`config.mk`:
```
export PLATFORM = sky130hd
export DESIGN_NAME = gpio_hex_tx
export DESIGN_NICKNAME = d
export VERILOG_FILES = /design/src/rtl/gpio_pkg.sv /design/src/rtl/tx_timer.sv /design/src/rtl/gpio_hex_tx.sv
export SDC_FILE = /design/constraint.sdc
export NUM_CORES = 1
export LEC_CHECK = 0
export CORE_MARGIN = 2
export CORE_UTILIZATION = 40
export DETAILED_ROUTE_END_ITERATION = 10
export DONT_BUFFER_PORTS = 1
export SETUP_SLACK_MARGIN = 0.05
export SYNTH_ARGS = -nofsm -noshare
export SYNTH_HDL_FRONTEND = slang
export SYNTH_SLANG_ARGS = --single-unit
```
`constraint.sdc`:
```
create_clock -name clk -period 2.6 [get_ports clk]
set_clock_uncertainty 0.05 [all_clocks]
set_input_delay 0.78 -clock clk [delete_from_list [all_inputs] [get_ports clk]]
set_output_delay 0.78 -clock clk [all_outputs]
set_load 0.01 [all_outputs]
```
`src/rtl/gpio_pkg.sv`:
```
`timescale 1ns/1ps
// Shared definitions for the GPIO hex transmitter: FSM states, default
// timing for a 50 MHz clock, and the board pin map used at top level.
package gpio_pkg;

  typedef enum logic [1:0] {
    IDLE   = 2'd0,
    SETUP  = 2'd1,
    STROBE = 2'd2,
    GAP    = 2'd3
  } tx_state_e;

  localparam int unsigned DEF_SETUP_CYCLES  = 4;
  localparam int unsigned DEF_STROBE_CYCLES = 10000;
  localparam int unsigned DEF_GAP_CYCLES    = 100;

  // gpio1 connector positions; DATA_PIN[i] carries logical data bit i.
  localparam int unsigned GPIO1_WIDTH = 36;
  localparam int unsigned DATA_PIN [8] = '{27, 26, 29, 28, 31, 30, 33, 32};
  localparam int unsigned STROBE_PIN  = 25;

  function automatic int unsigned max3(input int unsigned a,
                                       input int unsigned b,
                                       input int unsigned c);
    int unsigned m;
    m = (a > b) ? a : b;
    return (m > c) ? m : c;
  endfunction

endpackage

```
`src/rtl/tx_timer.sv`:
```
`timescale 1ns/1ps
// Loadable down-counter; holds at zero and flags done while it is zero.
module tx_timer #(
  parameter int unsigned WIDTH = 4
) (
  input  logic             clk,
  input  logic             rst,
  input  logic             load_i,
  input  logic [WIDTH-1:0] load_val_i,
  output logic             done_o
);

  logic [WIDTH-1:0] count_q;

  always_ff @(posedge clk or negedge rst) begin
    if (!rst) begin
      count_q <= '0;
    end else if (load_i) begin
      count_q <= load_val_i;
    end else if (count_q != '0) begin
      count_q <= count_q - WIDTH'(1);
    end
  end

  assign done_o = (count_q == '0);

endmodule

```
`src/rtl/gpio_hex_tx.sv`:
```
`timescale 1ns/1ps
// Sends one byte over parallel GPIO lines framed by a long data-valid strobe:
// data settles, strobe pulses, data is held for a gap, then the block idles.
module gpio_hex_tx
  import gpio_pkg::*;
#(
  parameter int unsigned SETUP_CYCLES  = DEF_SETUP_CYCLES,
  parameter int unsigned STROBE_CYCLES = DEF_STROBE_CYCLES,
  parameter int unsigned GAP_CYCLES    = DEF_GAP_CYCLES
) (
  input  logic       clk,
  input  logic       rst,
  input  logic [7:0] tx_data,
  input  logic       tx_valid,
  output logic       tx_ready,
  output logic [7:0] gpio_data,
  output logic       gpio_strobe,
  output logic       busy
);

  localparam int unsigned CNT_W =
    $clog2(max3(SETUP_CYCLES, STROBE_CYCLES, GAP_CYCLES)) + 1;

  tx_state_e   state_q;
  logic [7:0]  hold_q;
  logic        strobe_q;
  logic        busy_q;
  logic        ready_q;

  logic             accept;
  logic             timer_load;
  logic [CNT_W-1:0] timer_val;
  logic             timer_done;

  // ready_q is only ever set in IDLE, so it alone qualifies an accept.
  assign accept = tx_valid && ready_q;

  always_comb begin
    timer_load = 1'b0;
    timer_val  = '0;
    case (state_q)
      IDLE: begin
        if (accept) begin
          timer_load = 1'b1;
          timer_val  = CNT_W'(SETUP_CYCLES - 1);
        end
      end
      SETUP: begin
        if (timer_done) begin
          timer_load = 1'b1;
          timer_val  = CNT_W'(STROBE_CYCLES - 1);
        end
      end
      STROBE: begin
        if (timer_done) begin
          timer_load = 1'b1;
          timer_val  = CNT_W'(GAP_CYCLES - 1);
        end
      end
      default: begin
        timer_load = 1'b0;
      end
    endcase
  end

  tx_timer #(
    .WIDTH (CNT_W)
  ) u_timer (
    .clk        (clk),
    .rst        (rst),
    .load_i     (timer_load),
    .load_val_i (timer_val),
    .done_o     (timer_done)
  );

  // Outputs are updated together with the state so every pin comes from a flop.
  always_ff @(posedge clk or negedge rst) begin
    if (!rst) begin
      state_q  <= IDLE;
      hold_q   <= 8'h00;
      strobe_q <= 1'b0;
      busy_q   <= 1'b0;
      ready_q  <= 1'b0;
    end else begin
      case (state_q)
        IDLE: begin
          if (accept) begin
            state_q <= SETUP;
            hold_q  <= tx_data;
            busy_q  <= 1'b1;
            ready_q <= 1'b0;
          end else begin
            ready_q <= 1'b1;
          end
        end
        SETUP: begin
          if (timer_done) begin
            state_q  <= STROBE;
            strobe_q <= 1'b1;
          end
        end
        STROBE: begin
          if (timer_done) begin
            state_q  <= GAP;
            strobe_q <= 1'b0;
          end
        end
        GAP: begin
          if (timer_done) begin
            state_q <= IDLE;
            hold_q  <= 8'h00;
            busy_q  <= 1'b0;
            ready_q <= 1'b1;
          end
        end
        default: begin
          state_q <= IDLE;
        end
      endcase
    end
  end

  assign tx_ready    = ready_q;
  assign gpio_data   = hold_q;
  assign gpio_strobe = strobe_q;
  assign busy        = busy_q;

endmodule

```
==> impl_metrics.tcl <==
set metrics [dict create \
    yosysUniqueCellTypes 43 \
    power.internal_w 0.000648 \
    crit_path_max_fanout 15 \
    syn_nets 165 \
    cp-start-kind "flip-flop" \
    htree_levels 1 \
    path_class "reg -> reg" \
    swShare_pct 18.5 \
    synth_area_um2 1600 \
    rsz0062_at_grt "no" \
    fp.dieH_um 67.2 \
    vias_per_cell 6.19 \
    seq_area_frac_synth_pct 43.8 \
    syn_to_final_growth_pct 7.51 \
    dpl.hpwl_mm 2.45 \
    holdBufCountCts 0 \
    hold_class "in -> async" \
    grt_usage_pct 17.1 \
    grt_max_degree 29 \
    power.leakage_nw 0.749 \
    postSynthAreaPerCell_um2 11.0 \
    cts_buffers 3 \
    gr-usage-met2_pct 28.3 \
    drt_first_pass_iters 5 \
    clkTransAtPathRegs_ps 100 \
    clockBufferDepth 2 \
    fin_crit_ps 2340 \
    cts_sinks 28 \
    slew_headroom_pct 51.7 \
    grt_overflow_total 0 \
    critPathCaptureType "flip-flop" \
    io_buffers 0 \
    wl_mm 3.42 \
    status "completed" \
    async_flop_share_pct 100 \
    wl_per_cell_um 17.3 \
    clockPowerShare_pct 43.5 \
    post_cts_buffers 0 \
    antenna_cells 0 \
    drc 0 \
    insertion_delay_ps 270 \
    dp_cells 193 \
    grt_antenna_before_repair 0 \
    post-route-util_pct 45.9 \
    drtAntennaViolNets 0 \
    sequentialPowerShare_pct 54.8 \
    grt_pass1_vias 1278 \
    clock-root-buffer "clkbuf_8" \
    whs_ps 135 \
    top_usage_layer "met2" \
    maxSlewViolCount 0 \
    io_pins 22 \
    ys_ff_latch 28 \
    die-area_um2 4520 \
    cts_tree "built" \
    fin_cells 197 \
    grt_pass1_wl_mm 5.89 \
    crit_required_ps 2720 \
    synth_warnings 0 \
    tns_ps 0 \
    initial_core_util_pct 42.7 \
    pwr_density_cell_nw_per_um2 462 \
    worstPathArrival_ps 2460 \
    min_period_over_period_pct 90.1 \
    finalPower_w 0.000795 \
    maxCapViolations 0 \
    layout-drive-gt1-share_pct 10.7 \
    fmaxAchievable_mhz 427 \
    gr-usage-met1_pct 21.6 \
    ir_worst_vdd_mv 0.188 \
    synth_edf_count 0 \
    chipWidth_um 67.2 \
    final_nets 169 \
    p_comb_share_pct 1.7 \
    vias 1219 \
    hold_viol 0 \
    ys.flop_type "dfrtp_1" \
    setup_viol_count_final 0 \
    gp_congestion 0.867 \
    ctsResizeCount 0 \
    drtIter0Drc 53 \
    tightestPinTransition_ps 718 \
    synthCells 146 \
    core_area_um2 3740 \
    use_met3_pct 3.50 \
    switchingPower_w 0.000147 \
    fp-row-count 22 \
]
## flip-flops by register name, summed over array words and instances, names as in the netlist
| register | cells |
|---|---|
| gpio_strobe | 1 |
| tx_ready | 1 |
| gpio_data | 8 |
| state_q | 2 |
| u_timer.count_q | 15 |
| busy | 1 |
## worst max-delay path, cell delays in order, from the launching register on
cell	delay (ps)
dfrtp_1	450
inv_1	110
ha_1	140
nor4b_2	290
and4_1	610
a2bb2oi_2	230
mux2_2	350
## cells in the final DEF (no fill, tap or decap), types with 2 or more instances in the layout
cell type and instances:
or4_1 2, nand4_1 4, dfrtp_1 28, nand4b_1 2, and3_1 3, xor2_1 5
clkbuf_8 3, nor3_1 2, nand2_1 7, nor2_1 8, o21ai_0 9, o211ai_1 2
nand2b_1 2, nor4_4 2, buf_4 3, mux2i_1 4, nand3_1 5, a22o_1 17
ha_1 8, xnor2_1 2, a211oi_1 2, a21oi_1 4, inv_1 5
## worst paths after layout
path / slack (ps) / end / cells after the start / startpoint
max in group asynchronous: 2290 / state_q[0]$_DFFE_PN0P_ / 0 / rst
worst min register to register: 460 / u_timer.count_q[14]$_DFFE_PN0P_ / 1 / u_timer.count_q[14]$_DFFE_PN0P_
worst max register to register: 260 / state_q[1]$_DFFE_PN0P_ / 6 / u_timer.count_q[0]$_DFFE_PN0P_
worst max-delay path: 260 / state_q[1]$_DFFE_PN0P_ / 6 / u_timer.count_q[0]$_DFFE_PN0P_
worst min-delay path: 140 / gpio_strobe$_DFFE_PN0P_ / 0 / rst
min in group clk: 460 / u_timer.count_q[14]$_DFFE_PN0P_ / 1 / u_timer.count_q[14]$_DFFE_PN0P_
## through the flow
stage,cell area (µm²),worst slack [ps]
6_report,1720,258
5_1_grt,1720,125
4_1_cts,1720,255
3_5_place_dp,1650,283
3_3_place_gp,1650,393
2_1_floorplan,1600,718
## power groups by stage
stage | registers (W) | logic, W | clock network (W)
after detailed placement | 0.000444 | 0.0000136 | 0
after CTS | 0.000435 | 0.0000136 | 0.000353
after floorplan | 0.000444 | 0.0000105 | 0
after global placement | 0.000444 | 0.0000129 | 0
final | 0.000435 | 0.0000136 | 0.000346
after global routing | 0.000435 | 0.0000152 | 0.000375
## cells in the mapped netlist, types with 2 or more instances
cell,number,share of area (%)
nand4_1,4,1.6
nand4b_1,2,1.1
nor4_4,2,2.7
nor3_1,2,0.63
dfrtp_1,28,44
o211ai_1,2,0.94
a22o_1,17,9.3
clkbuf_1,2,0.47
or4_1,2,0.94
xor2_1,5,2.7
a211oi_1,2,0.94
xnor2_1,2,1.1
nor2_1,8,1.9
mux2i_1,4,2.5
ha_1,8,6.3
nand2_1,7,1.6
inv_1,5,1.2
o21ai_0,9,2.8
nand2b_1,2,0.78
and3_1,3,1.2
a21oi_1,4,1.3
nand3_1,5,1.6
## cell families (layout without fill, tap and decap cells)
family,Yosys count,in the layout,synth area share [%]
muxes,6,6,4.07
buffers and inverters,9,12,3.29
xor gates and xnor gates,7,7,3.83
adders and majority gates,8,8,6.26
and+or+nand+nor,45,45,18.3
AOI/OAI and AO/OA,43,43,20.4
DFF,28,28,43.8
## routing by layer
layer / share of wire, % / up-vias
met3: 4.0 / 10
met5: 0 / -
met2: 49 / 39
met1: 45 / 607
li1: - / 563
met4: 2.4 / 0
## area by class of cell
type,instances,area [µm²]
clock buffer,3,41.3
multi-input combinational,109,846
timing repair buffer,3,22.5
inverter,5,18.8
tap,48,60.1
clock inverter,1,30.0
sequential,28,701
fill,365,2020
Power figures use the tool's default switching activity.
